$ cat config.mk
export PLATFORM = sky130hd
export DESIGN_NAME = mem_access_unit
export DESIGN_NICKNAME = d
export VERILOG_FILES = /design/src/rtl/mips_mem_pkg.sv /design/src/rtl/mem_lane_gen.sv /design/src/rtl/mem_access_unit.sv
export SDC_FILE = /design/constraint.sdc
export NUM_CORES = 1
export LEC_CHECK = 0
export CAP_MARGIN = 10
export CORE_MARGIN = 2
export CORE_UTILIZATION = 40
export DETAILED_ROUTE_END_ITERATION = 8
export PLACE_DENSITY = 0.78
export SYNTH_ARGS = -nofsm -noshare
export SYNTH_HDL_FRONTEND = slang
export SYNTH_SLANG_ARGS = --single-unit
export TNS_END_PERCENT = 10
$ cat constraint.sdc
create_clock -name clk -period 1.9 [get_ports clk]
set_input_delay 0.19 -clock clk [delete_from_list [all_inputs] [get_ports clk]]
set_output_delay 0.19 -clock clk [all_outputs]
set_load 0.1 [all_outputs]
$ cat src/rtl/mips_mem_pkg.sv
// ============================================================================
// Module  : mips_mem_pkg
// Brief   : Shared memory-type codes, MEM-stage FSM states and the device base.
// Revision: 1.0
// ============================================================================
`default_nettype none

package mips_mem_pkg;

    localparam logic [1:0] MT_WORD = 2'b00;
    localparam logic [1:0] MT_HALF = 2'b01;
    localparam logic [1:0] MT_BYTE = 2'b10;

    localparam logic [31:0] DEV_BASE_DEFAULT = 32'h0000_7F00;

    typedef enum logic [1:0] {
        ST_IDLE = 2'd0,
        ST_BUSY = 2'd1,
        ST_DONE = 2'd2
    } state_e;

endpackage

`default_nettype wire

$ cat src/rtl/mem_lane_gen.sv
// ============================================================================
// Module  : mem_lane_gen
// Brief   : Byte enables, lane-replicated store data and misalignment check.
// Revision: 1.0
// ============================================================================
`default_nettype none

module mem_lane_gen
    import mips_mem_pkg::*;
(
    input  logic [1:0]  mem_type_i,
    input  logic [1:0]  addr_lo_i,
    input  logic [31:0] wdata_i,
    output logic [3:0]  be_o,
    output logic [31:0] wdata_o,
    output logic        misaligned_o
);

    always_comb begin
        be_o         = 4'b1111;
        wdata_o      = wdata_i;
        misaligned_o = (addr_lo_i != 2'b00);
        case (mem_type_i)
            MT_HALF: begin
                be_o         = addr_lo_i[1] ? 4'b1100 : 4'b0011;
                wdata_o      = {2{wdata_i[15:0]}};
                misaligned_o = addr_lo_i[0];
            end
            MT_BYTE: begin
                be_o         = 4'b0001 << addr_lo_i;
                wdata_o      = {4{wdata_i[7:0]}};
                misaligned_o = 1'b0;
            end
            // MT_WORD and the unused 2'b11 code both behave as a word access
            default: ;
        endcase
    end

endmodule

`default_nettype wire

$ cat src/rtl/mem_access_unit.sv
// ============================================================================
// Module  : mem_access_unit
// Brief   : MEM-stage load/store bus controller; optional bus timeout is
//           enabled with `define MEM_BUS_TIMEOUT_EN.
// Revision: 1.0
// ============================================================================
`default_nettype none

module mem_access_unit
    import mips_mem_pkg::*;
#(
    parameter logic [31:0] DEV_BASE       = DEV_BASE_DEFAULT,
    parameter int          TIMEOUT_CYCLES = 255
) (
    input  logic        clk,
    input  logic        reset,
    input  logic        InterruptRequest,
    input  logic        MemReadM,
    input  logic        MemWriteM,
    input  logic [1:0]  MemTypeM,
    input  logic [31:0] ALUOutM,
    input  logic [31:0] WriteDataM,
    input  logic        mem_ack,
    input  logic [31:0] mem_rdata,
    output logic        mem_req,
    output logic        mem_we,
    output logic [31:0] mem_addr,
    output logic [3:0]  mem_be,
    output logic [31:0] mem_wdata,
    output logic        MemorySelectM,
    output logic        StallM,
    output logic [31:0] ReadDataM,
    output logic        AddrErrLoadM,
    output logic        AddrErrStoreM,
    output logic        BusErrM
);

    state_e      state_q, state_d;
    logic        req_q, req_d;
    logic        we_q, we_d;
    logic [31:0] addr_q, addr_d;
    logic [3:0]  be_q, be_d;
    logic [31:0] wdata_q, wdata_d;
    logic [31:0] rdata_q, rdata_d;

    logic [3:0]  lane_be;
    logic [31:0] lane_wdata;
    logic        misaligned;
    logic        launch;

`ifdef MEM_BUS_TIMEOUT_EN
    logic [7:0]  cnt_q, cnt_d;
    logic        buserr_q, buserr_d;
`else
    logic [31:0] unused_timeout;
    assign unused_timeout = 32'(TIMEOUT_CYCLES);
`endif

    mem_lane_gen u_lane_gen (
        .mem_type_i   (MemTypeM),
        .addr_lo_i    (ALUOutM[1:0]),
        .wdata_i      (WriteDataM),
        .be_o         (lane_be),
        .wdata_o      (lane_wdata),
        .misaligned_o (misaligned)
    );

    assign launch        = (MemReadM | MemWriteM) & ~misaligned & ~InterruptRequest;
    assign AddrErrLoadM  = MemReadM & misaligned;
    assign AddrErrStoreM = MemWriteM & misaligned;
    assign MemorySelectM = (ALUOutM >= DEV_BASE);

    always_comb begin
        state_d  = state_q;
        req_d    = req_q;
        we_d     = we_q;
        addr_d   = addr_q;
        be_d     = be_q;
        wdata_d  = wdata_q;
        rdata_d  = rdata_q;
        StallM   = 1'b0;
`ifdef MEM_BUS_TIMEOUT_EN
        cnt_d    = cnt_q;
        buserr_d = 1'b0;
`endif
        case (state_q)
            ST_IDLE: begin
                StallM = launch;
                if (launch) begin
                    state_d = ST_BUSY;
                    req_d   = 1'b1;
                    we_d    = MemWriteM;
                    addr_d  = {ALUOutM[31:2], 2'b00};
                    be_d    = lane_be;
                    wdata_d = lane_wdata;
`ifdef MEM_BUS_TIMEOUT_EN
                    cnt_d   = 8'd0;
`endif
                end
            end
            ST_BUSY: begin
                StallM = 1'b1;
                if (mem_ack) begin
                    if (!we_q) begin
                        rdata_d = mem_rdata;
                    end
                    req_d   = 1'b0;
                    we_d    = 1'b0;
                    state_d = ST_DONE;
                end else if (InterruptRequest && !we_q) begin
                    // Loads can be abandoned; stores always complete to avoid partial writes
                    req_d   = 1'b0;
                    state_d = ST_IDLE;
                end
`ifdef MEM_BUS_TIMEOUT_EN
                else if (cnt_q == 8'(TIMEOUT_CYCLES - 1)) begin
                    req_d    = 1'b0;
                    we_d     = 1'b0;
                    rdata_d  = 32'd0;
                    buserr_d = 1'b1;
                    state_d  = ST_DONE;
                end else begin
                    cnt_d = cnt_q + 8'd1;
                end
`endif
            end
            ST_DONE: begin
                state_d = ST_IDLE;
            end
            default: begin
                state_d = ST_IDLE;
            end
        endcase
    end

    always_ff @(posedge clk or negedge reset) begin
        if (!reset) begin
            state_q  <= ST_IDLE;
            req_q    <= 1'b0;
            we_q     <= 1'b0;
            addr_q   <= 32'd0;
            be_q     <= 4'd0;
            wdata_q  <= 32'd0;
            rdata_q  <= 32'd0;
`ifdef MEM_BUS_TIMEOUT_EN
            cnt_q    <= 8'd0;
            buserr_q <= 1'b0;
`endif
        end else begin
            state_q  <= state_d;
            req_q    <= req_d;
            we_q     <= we_d;
            addr_q   <= addr_d;
            be_q     <= be_d;
            wdata_q  <= wdata_d;
            rdata_q  <= rdata_d;
`ifdef MEM_BUS_TIMEOUT_EN
            cnt_q    <= cnt_d;
            buserr_q <= buserr_d;
`endif
        end
    end

    assign mem_req   = req_q;
    assign mem_we    = we_q;
    assign mem_addr  = addr_q;
    assign mem_be    = be_q;
    assign mem_wdata = wdata_q;
    assign ReadDataM = rdata_q;
`ifdef MEM_BUS_TIMEOUT_EN
    assign BusErrM   = buserr_q;
`else
    assign BusErrM   = 1'b0;
`endif

endmodule

`default_nettype wire

# Word-level counts from Yosys, hierarchy flattened
# Cells that the tools add are included.
op_classes:
  n_eq_ne: 6
  reduce_logical: 10
  n_shift: 1
  order_cmp: 1
  muxes: 16
  bitwise: 8
ops:
  columns: ["op", "n"]
  rows:
  - ["case mux 32 bit (2 select lines)", 1]
  - ["greater-or-equal comparator 32 x 15 -> 1 bit (second input constant)", 1]
  - ["AND reduction 3 bit", 3]
  - ["case mux 1 bit (2 select lines)", 4]
  - ["case mux 4 bit (2 select lines)", 1]
  - ["two-way mux 2 bit", 3]
  - ["two-way mux 1 bit", 5]
  - ["bitwise AND 1 bit", 4]
  - ["equality test 2 x 1 -> 1 bit (second input constant)", 2]
  - ["two-way mux 4 bit", 1]
  - ["inequality test 2 bit (second input constant)", 2]
  - ["case mux 2 bit (2 select lines)", 1]
  - ["AND reduction 2 bit", 2]
  - ["nonzero test 2 bit", 2]
  - ["left shift 1 x 2 -> 4 bit (first input constant)", 1]
  - ["inequality test 3 bit (second input constant)", 1]
  - ["NOT 1 bit", 3]
  - ["equality test 2 bit (second input constant)", 1]
  - ["zero test 2 bit", 1]
  - ["logical AND 1 bit", 1]
  - ["zero test 1 bit", 1]
  - ["OR 1 bit", 1]
totals:
  inputBits: 104
  elab_cells: 49
  regBits: 102
  output_inout_bits: 107

# Logic depth before layout (Yosys ltp)
logic_depth:
  depth_word: 7
  depth_mapped: 8
  mapped_depth_nobuf: 6

# Cells and area by module
# From an unflattened synthesis, not the netlist that was laid out.
unflattened:
  cells_unflattened: 338
  hier_area_um2: 4526.8
modules_own_cells:
  columns: ["module", "cells_each", "seq_area_each_um2", "instances", "area_per_inst_um2"]
  rows:
  - ["mem_access_unit", 245, 2552.4, 1, 3956.3]
  - ["mem_lane_gen", 93, 0.0, 1, 570.5]

# Least setup slack after synthesis
# OpenSTA, ideal clock, no wires.
synth_timing:
  path_kind: "reg2out"
  start: "register state_q[0]"
  end: "output port StallM"
  path_stages_with_launch: 3
  t_arrival_ps: 2587
  path_slack_ps: -877
  t_required_ps: 1710
  n_path_buf: 0
  cell_sequence: "dfrtp_1 inv_1 o21ai_0"
synth_between:
  elab_chain_cells: 2
  word_cells_on_any_way: 3
synth_rtl:
  columns: ["element", "line_no", "text"]
  rows:
  - ["start, declared", "mem_access_unit.sv:38", "state_e state_q, state_d;"]
  - ["start signal, assigned", "mem_access_unit.sv:150", "state_q <= state_d;"]
  - ["equality test 2 x 1 -> 1 bit or zero test 2 bit (tied branches)", "mem_access_unit.sv:86", "case (state_q)"]
  - ["case mux 1 bit (2 select lines) (*)", "mem_access_unit.sv:86", null]
  - ["end, declared", "mem_access_unit.sv:31", "output logic StallM,"]
# Mark *: on every way between the ends. The rest lies on a longest branch, timed or not.

# Worst setup path in the final report
layout_timing:
  start: "input port ALUOutM[28]"
  end: "output port MemorySelectM"
layout_between:
  elab_chain_cells: 1
layout_rtl:
  columns: ["element", "line_no", "text"]
  rows:
  - ["start, declared", "mem_access_unit.sv:21", "input logic [31:0] ALUOutM,"]
  - ["greater-or-equal comparator 32 x 15 -> 1 bit", "mem_access_unit.sv:71", "assign MemorySelectM = (ALUOutM >= DEV_BASE);"]
  - ["end, declared", "mem_access_unit.sv:30", "output logic MemorySelectM,"]
# Every way passes these cells.

==> metrics.md <==
| Metric | Value |
|---|---|
| Worst setup path startpoint | `ALUOutM[28]` |
| Fin Hold WS | `198.3 ps` |
| Hold Path Class | `input pin to async pin` |
| CTS Buf Count | `9` |
| Simple-gate share of the synthesized area | `5.648%` |
| Starting Density | `41.33%` |
| Vias in the first global route | `3495` |
| Max-cap violations | `0` |
| Boundary pin count | `211` |
| Largest family of logic cells by synthesized area | `multiplexers` |
| Mapped Cells | `328` |
| GRT Total Usage | `19.61%` |
| # fillers | `842` |
| Port Buffer Count | `207` |
| Slowest cell on the critical path | `or4_1` |
| Drt pass-1 iters | `4` |
| Ys Warns | `0` |
| Die Y | `110.3 microns` |
| Final hold vios | `0` |
| Final nets | `648` |
| Yosys top cell area share | `56.48%` |
| Seq/Total Area, Yosys | `56.48%` |
| Finish-stage setup viols | `0` |
| Largest net degree at the start of global routing | `58` |
| Synth Register Bits | `102` |
| Clock Skew | `6.867 ps` |
| Delay of the slowest critical-path stage | `530 ps` |
| Post-placement cell count | `670` |
| WS Path Type | `input pin to output pin` |
| Vias per cell | `4.994` |
| Routed Antenna Nets | `0` |
| Pins Over Slew Limit | `0` |
| Critical Path Start Type | `input pin` |
| Setup Fix Bufs, Post-CTS | `0` |
| Die area | `12170 sq um` |
| DRC viols | `0` |
| Yosys cell types | `36` |
| Most frequent cells in the layout | `buf_4, dfrtp_1, clkdlybuf4s50_1, mux2_2, mux2_4` |
| Clk buf depth | `2` |
| Top cell type by total area after synthesis | `dfrtp_1` |
| First-pass GRT wire length | `17950 microns` |
| Tcrit/Tclk final | `96.26%` |
| Fin crit period | `1829 ps` |
| Core ar. | `10940 sq um` |
| Synth Area in Adders | `0.5537%` |
| GRT overflow | `0` |
| Share of cells above drive strength 1 | `44.24%` |
| Root Driver | `clkbuf_16` |
| Multiplexer share of the synthesized area | `26.83%` |
| Initial antenna violation count | `0` |
| Max frequency | `546.8 MHz` |
| Via count | `3431` |
| Netlist area before placement | `4519 sq um` |
| Clock Latency Late Sink | `340 ps` |
| RSZ-0062 raised after global routing | `yes` |
| Final cell count without fillers | `687` |
| Crit. End Element | `output pin` |
| GPL Wtd Cong | `0.7863` |
| TritonCTS clock tree | `yes` |
| CP arrival | `1640 ps` |
| Final WL | `11760 microns` |
| Routed len/inst | `17.12 microns` |
| Fraction of synthesized cell area in xor and xnor cells | `0%` |
| Status | `completed` |
| Setup TNS | `0 ps` |
| Syn Area/Cell | `13.78 sq um` |
| Chip Width | `110.3 microns` |
| Origin of the critical flop-to-flop path | `state_q[1]` |
| Worst-margin pin slew | `523.1 ps` |
| Cell area after layout | `6917 sq um` |
| Post-DP HPWL | `8944 microns` |
| CTS sink cnt | `102` |
| Commonest non-fill, non-tap cell in the layout | `buf_4` |
| DP Area | `6583 sq um` |
| Compound-Gate Fraction of Synth Area | `6.866%` |
| Synth-to-Final Area Change | `53.05%` |
| Reg clk slew, reported paths | `70 ps` |
| Diodes inserted | `0` |
| H-Tree Depth | `3` |
| Initial DRC count | `118` |
| Worst Path Max Fanout | `2` |
| Worst endpoint required time | `1710 ps` |
| Top cells by area, synth | `dfrtp_1, mux2_2, mux2_4` |
| Worst relative slew slack | `65.05%` |
| Num rows | `38` |
| Worst-path cell chain | `dlygate4sd2_1, or4_1, nor4_1, nand4_1, buf_12` |
final timing paths:
| path | end | slack (ps) | cells after the start |
|---|---|---|---|
| setup / recovery | MemorySelectM | 70 | 5 |
| hold / removal | ReadDataM[3] | 200 | 2 |
| setup reg to reg | mem_addr[25] | 220 | 5 |
| hold reg to reg | ReadDataM[3] | 510 | 1 |
| max in group asynchronous | ReadDataM[23] | 990 | 3 |
| min in group clk | mem_addr[28] | 220 | 2 |
sequential cells by signal, indices dropped and copies added, names as in the netlist:
name and count:
ReadDataM 32, mem_addr 30, mem_be 4, mem_req 1, mem_wdata 32, mem_we 1
state_q 2
synth_stat cells (all sizes together):
library cell / n
inv: 5
dfrtp: 102
and2b: 1
conb: 1
o21bai: 2
nor3: 1
o21ai: 20
or4: 1
nand3: 1
o211ai: 1
and2: 2
mux2: 98
nand2: 25
nor2b: 4
o31ai: 1
ha: 2
nor4: 3
a21oi: 5
a21o: 1
or2: 3
clkbuf: 6
a22o: 8
nand2b: 2
buf: 16
a22oi: 8
nor2: 7
nand4: 2
layout make-up:
cell class,count,area (sq um),share of cell area [%]
clock buffer,11,242.7,3.509
tap,140,175.2,2.533
timing repair buffer,223,2028,29.32
inverter,5,18.77,0.2713
sequential,102,2552,36.90
multi-input combinational,201,1841,26.61
clock inverter,5,58.81,0.8502
layer usage:
| metal | part of all wire, % | global-route usage, % | vias to the layer above |
|---|---|---|---|
| li1 | - | - | 1586 |
| met1 | 40 | 24.69 | 1666 |
| met2 | 48 | 30.72 | 163 |
| met3 | 10 | 7.055 | 16 |
| met4 | 1.9 | 8.036 | 0 |
| met5 | 0 | 0 | - |
per-stage QoR:
| stage | setup slack [ps] | util (%) |
|---|---|---|
| floorplan | -133.7 | - |
| global placement | -303.3 | 60.19 |
| detailed placement | -350.5 | 60.19 |
| CTS | 7.197 | 63.14 |
| global route | -6.503 | 63.25 |
| finish | 71.14 | 63.25 |
kinds of logic (layout without fill, tap and decap cells):
family	count (synthesis)	after routing
AOI/OAI and AO/OA	46	46
buffers and inverters	27	244
adders and majority gates	2	2
other	1	3
muxes	98	98
and+or+nand+nor	52	52
DFF	102	102
worst max-delay path, delay by kind of cell:
kind / cells / cell delay [ps]
simple gates: 3 / 1000
buf+inv: 2 / 450
timing repair:
| item | in CTS | in global routing |
|---|---|---|
| hold endpoints to repair | 62 | 0 |
| cloned | 0 | 0 |
| pin swaps | 4 | 1 |
| setup endpoints to repair | 2 | 22 |
| gates resized for setup | 7 | 4 |
| hold buffers | 1 | 0 |
Power is left out: the tool's default activity adds up to more than one toggle a clock period on the data nets, which glitch-free logic cannot reach.
==> RTL edit 1, RTL diff (config.mk and constraints unchanged) <==
Build with the macro `MEM_BUS_TIMEOUT_EN` defined.
--- a/src/rtl/mem_access_unit.sv
+++ b/src/rtl/mem_access_unit.sv
@@ -5,6 +5,8 @@
 // Revision: 1.0
 // ============================================================================
 `default_nettype none
+
+`define MEM_BUS_TIMEOUT_EN
 
 module mem_access_unit
     import mips_mem_pkg::*;
Function: no difference found for any inputs over 4 cycles, from zero or initial values and one cycle with reset low; that may be too few to reach the edited logic, so the function may still have changed.
==> RTL edit 1 against the original RTL <==
  * Area after synthesis up 18%
  * Highest routed layer unchanged
  * Setup slack worse by 0.040 ns
  * Hold slack better by 0.034 ns
  * Count of clock-buffer cells in the layout stayed put
  * Cell count increased by 29%
  * Final area rose by 13%
  * Routed wire length is 23% higher
  * Sequential cell count rose by 9
Power is left out: the tool's default activity adds up to more than one toggle a clock period on the data nets, which glitch-free logic cannot reach.
==> RTL edit 1: results (changes against the original RTL) <==
outcome:
  outcome: "finished, final reports clean"
placed_design:
  place_ws_ns: -0.438  # -0.0870 ns
  dpl-instance-area_um2: 7490  # +14%
  io_buffers: 208  # +0.48%
  placedCellCount: 867  # +29%
  gp_congestion: 0.905  # +15%
  dp_hpwl_mm: 10.6  # +18%
global_routing:
  grt.met3_usage_pct: 4.74  # -2.3 points
  grt_use_met2_pct: 32.9  # +2.2 points
  grt_pass1_wl_mm: 23.6  # +31%
  grtUsageTotal_pct: 20.5  # +0.93 points
  grt_max_degree: 67  # +16%
  grt_pass1_vias: 4642  # +33%
  gr-usage-met1_pct: 27.7  # +3.0 points
setup_path:
  cp-startpoint: "MemTypeM[0]"
  ff2ff_path_depth: 7  # +2
  cp_slowest_stage_delay_ns: 0.49  # -0.04 ns
  crit_path_end: "AddrErrLoadM"
  worst_path_max_delay_cell: "clkdlybuf4s50_1"
  cp.arrival_ns: 1.68  # +0.04 ns
  cp_top_family: "buffers and inverters"
  r2r_start: "cnt_q[0]"
  r2r_slack_ns: 0.17  # -0.05 ns
  reg2reg_to: "cnt_q[3]"
  end_kind: "primary output"
yosys:
  ys_seq_area_share_pct: 52.1  # -4.4 points
  synth.area.mux_share_pct: 10.7  # -16 points
  synth_warnings: 0  # unchanged
  synth_cell_types: 47  # +31%
  synth_fa_ha_area_share_pct: 0.939  # +0.39 points
  postSynthCellCount: 487  # +48%
  ys_async_sr_fraction_pct: 100  # unchanged
  synthTopCellsByCount: "dfrtp_1, nand2_1, o21ai_0, mux2_4, a22o_1"
  synth_compound_area_share_pct: 17.9  # +11 points
  synth_xor_area_share_pct: 0.164  # +0.16 points
  yosys_most_used_dff: "dfrtp_1"
  yosys-top-cells-area: "dfrtp_1, mux2_4, nand2_1"
detailed_routing:
  num_vias: 4562  # +33%
  drt_iter0_drc: 335  # +180%
  wl_met3_um: 880  # -29%
  dr.max_layer_used: "met4"
  drt_wl_total_mm: 14.4  # +23%
  wl_met1_mm: 6.34  # +34%
  wl_per_cell_um: 16.3  # -4.6%
  drt_pre_antenna_iters: 5  # +1
  wl_met2_mm: 6.95  # +24%
sta:
  finClkSkew_ns: 0.00896  # +0.00209 ns
  hold_ws_ns: 0.232  # +0.0337 ns
  fmax_mhz: 535  # -2.1%
  tightestPinTransition_ns: 0.563  # +0.0400 ns
clocking:
  clk_pin_slew_ns: 0.07  # about the same
  insertion_delay_ns: 0.34  # about the same
  cts_max_path_buffers: 2  # unchanged
finish:
  regArea_um2: 2780  # +8.9%
  drive_gt1_share_pct: 29.8  # -14 points
  n_fill_cell: 1075  # +28%
  nets: 811  # +25%
min_path:
  whs_path_depth: 3
  hold_class: "in2reg"
[RTL edit 1: cell type report]
| type | count | share of cell area [%] |
|---|---|---|
| Clock buffer | 11 | 3.22 |
| Clock inverter | 5 | 0.399 |
| Inverter | 9 | 0.430 |
| Tap cell | 176 | 2.81 |
| Timing Repair Buffer | 242 | 27.9 |
| Multi-Input combinational cell | 330 | 29.8 |
| Sequential cell | 111 | 35.4 |
[RTL edit 1: worst register-to-register path, stage by stage (launching register included)]
cell       delay [ns]
dfrtp_1          0.44
inv_1            0.08
ha_1             0.16
nand3_2          0.13
o2111ai_4        0.30
buf_4            0.21
nor2_1           0.05
o31a_1           0.23
[RTL edit 1: timing repair]
| item | 4_1_cts | 5_1_grt |
|---|---|---|
| hold buffers | 1 | 0 |
| hold endpoints to repair | 31 | 0 |
| pin swaps | 3 | 2 |
| buffers inserted | 0 | 0 |
| endpoints found under the setup margin | 38 | 17 |
| resized for setup | 6 | 8 |
==> RTL edit 2, RTL diff (same settings) <==
Without the edit above. `rdata_q` no longer has a reset.
--- a/src/rtl/mem_access_unit.sv
+++ b/src/rtl/mem_access_unit.sv
@@ -141,7 +141,6 @@
             addr_q   <= 32'd0;
             be_q     <= 4'd0;
             wdata_q  <= 32'd0;
-            rdata_q  <= 32'd0;
 `ifdef MEM_BUS_TIMEOUT_EN
             cnt_q    <= 8'd0;
             buserr_q <= 1'b0;
@@ -153,12 +152,15 @@
             addr_q   <= addr_d;
             be_q     <= be_d;
             wdata_q  <= wdata_d;
-            rdata_q  <= rdata_d;
 `ifdef MEM_BUS_TIMEOUT_EN
             cnt_q    <= cnt_d;
             buserr_q <= buserr_d;
 `endif
         end
+    end
+
+    always_ff @(posedge clk) begin
+        rdata_q <= rdata_d;
     end
 
     assign mem_req   = req_q;
Formal check against the unedited RTL: differs if reset is asserted again (counterexample within 4 cycles, from zero or initial values and one cycle with reset low); with reset held inactive, the same outputs for 10 cycles.
==> RTL edit 2 against the original RTL <==
  * Setup slack got worse by 0.021 ns
  * Area after synthesis fell by 5.1%
  * Sequential cell count did not move
  * Routed wire length fell by 4.7%
  * Synthesized cell count fell by 11%
  * Final area fell by 4.0%
  * Via count fell by 7.0%
==> RTL edit 2: results (changes against the original RTL) <==
clocking:
  post_cts_buffers: 1  # +1
  clk_pin_slew_ns: 0.10  # +0.03 ns
  cts_resized: 14  # +7
  cts_made_buffers: 9  # unchanged
  insertion_delay_ns: 0.36  # +0.02 ns
setup_path:
  reg2reg_to: "mem_wdata[5]"
  worst_path_max_delay_cell: "or4_4"
  r2r_slack_ns: 0.19  # -0.03 ns
  cp-startpoint: "ALUOutM[30]"
  cp.arrival_ns: 1.66  # +0.02 ns
yosys:
  ys_seq_area_share_pct: 63.2  # +6.7 points
  synthTopCellsByCount: "dfrtp_1, mux2_2, edfxtp_1, mux2_4, nand2_1"
  synth_compound_area_share_pct: 7.23  # +0.37 points
  synth_fa_ha_area_share_pct: 0.583  # +0.030 points
  synth-edff-count: 32  # +32
  synth.area.mux_share_pct: 19.9  # -7.0 points
  ys_async_sr_fraction_pct: 68.6  # -31 points
detailed_routing:
  wl_per_cell_um: 17.2  # +0.54%
  wl_met1_mm: 4.32  # -8.4%
  wl_met2_mm: 5.70  # +1.9%
  num_vias: 3192  # -7.0%
  wl_met3_um: 969  # -21%
placed_design:
  dp_hpwl_mm: 8.55  # -4.4%
  dpl-instance-area_um2: 6370  # -3.2%
  placedCellCount: 633  # -5.5%
  gp_congestion: 0.770  # -2.1%
finish:
  final_cells: 651  # -5.2%
  drive_gt1_share_pct: 41.9  # -2.3 points
  nets: 616  # -4.9%
global_routing:
  grt.met3_usage_pct: 5.27  # -1.8 points
  grt_use_met2_pct: 33.1  # +2.4 points
  grtUsageTotal_pct: 19.2  # -0.43 points
  grt_pass1_wl_mm: 16.9  # -5.8%
  gr-usage-met1_pct: 22.7  # -2.0 points
outcome:
  outcome: "finished, final reports clean"
sta:
  finClkSkew_ns: 0.0143  # +0.00742 ns
  hold_ws_ns: 0.233  # +0.0348 ns
  slew_headroom_pct: 63.6  # -1.5 points
min_path:
  hold_class: "in2reg"
power:
  p_int_mw: 5.13
RTL edit 2: area by class of cell:
class                      instances  area [µm²]
multi-input combinational        169        1500
timing repair buffer             223        2030
inverter                           5        18.8
clock buffer                      10         128
fill                             806        3730
sequential                       102        2710
tap                              136         170
clock inverter                     6        76.3
RTL edit 2: worst min path at each step:
stage                      startpoint      endpoint  cells past startpoint
final                     ALUOutM[30]  mem_addr[30]                      2
after floorplan                 reset  mem_addr[10]                      0
after global placement          reset  mem_addr[26]                      1
after detailed placement        reset  mem_addr[26]                      1
after CTS                 ALUOutM[26]  mem_addr[26]                      2
after global routing      ALUOutM[30]  mem_addr[30]                      2
RTL edit 2: power groups by stage:
stage          combinational (mW)  clock (mW)  sequential [mW]
2_1_floorplan               0.991           0             7.48
3_3_place_gp                 6.77           0             3.24
3_5_place_dp                 6.82           0             3.25
4_1_cts                      6.84        1.47             3.22
5_1_grt                      6.98        1.54             3.29
6_report                     6.80        1.43             3.21
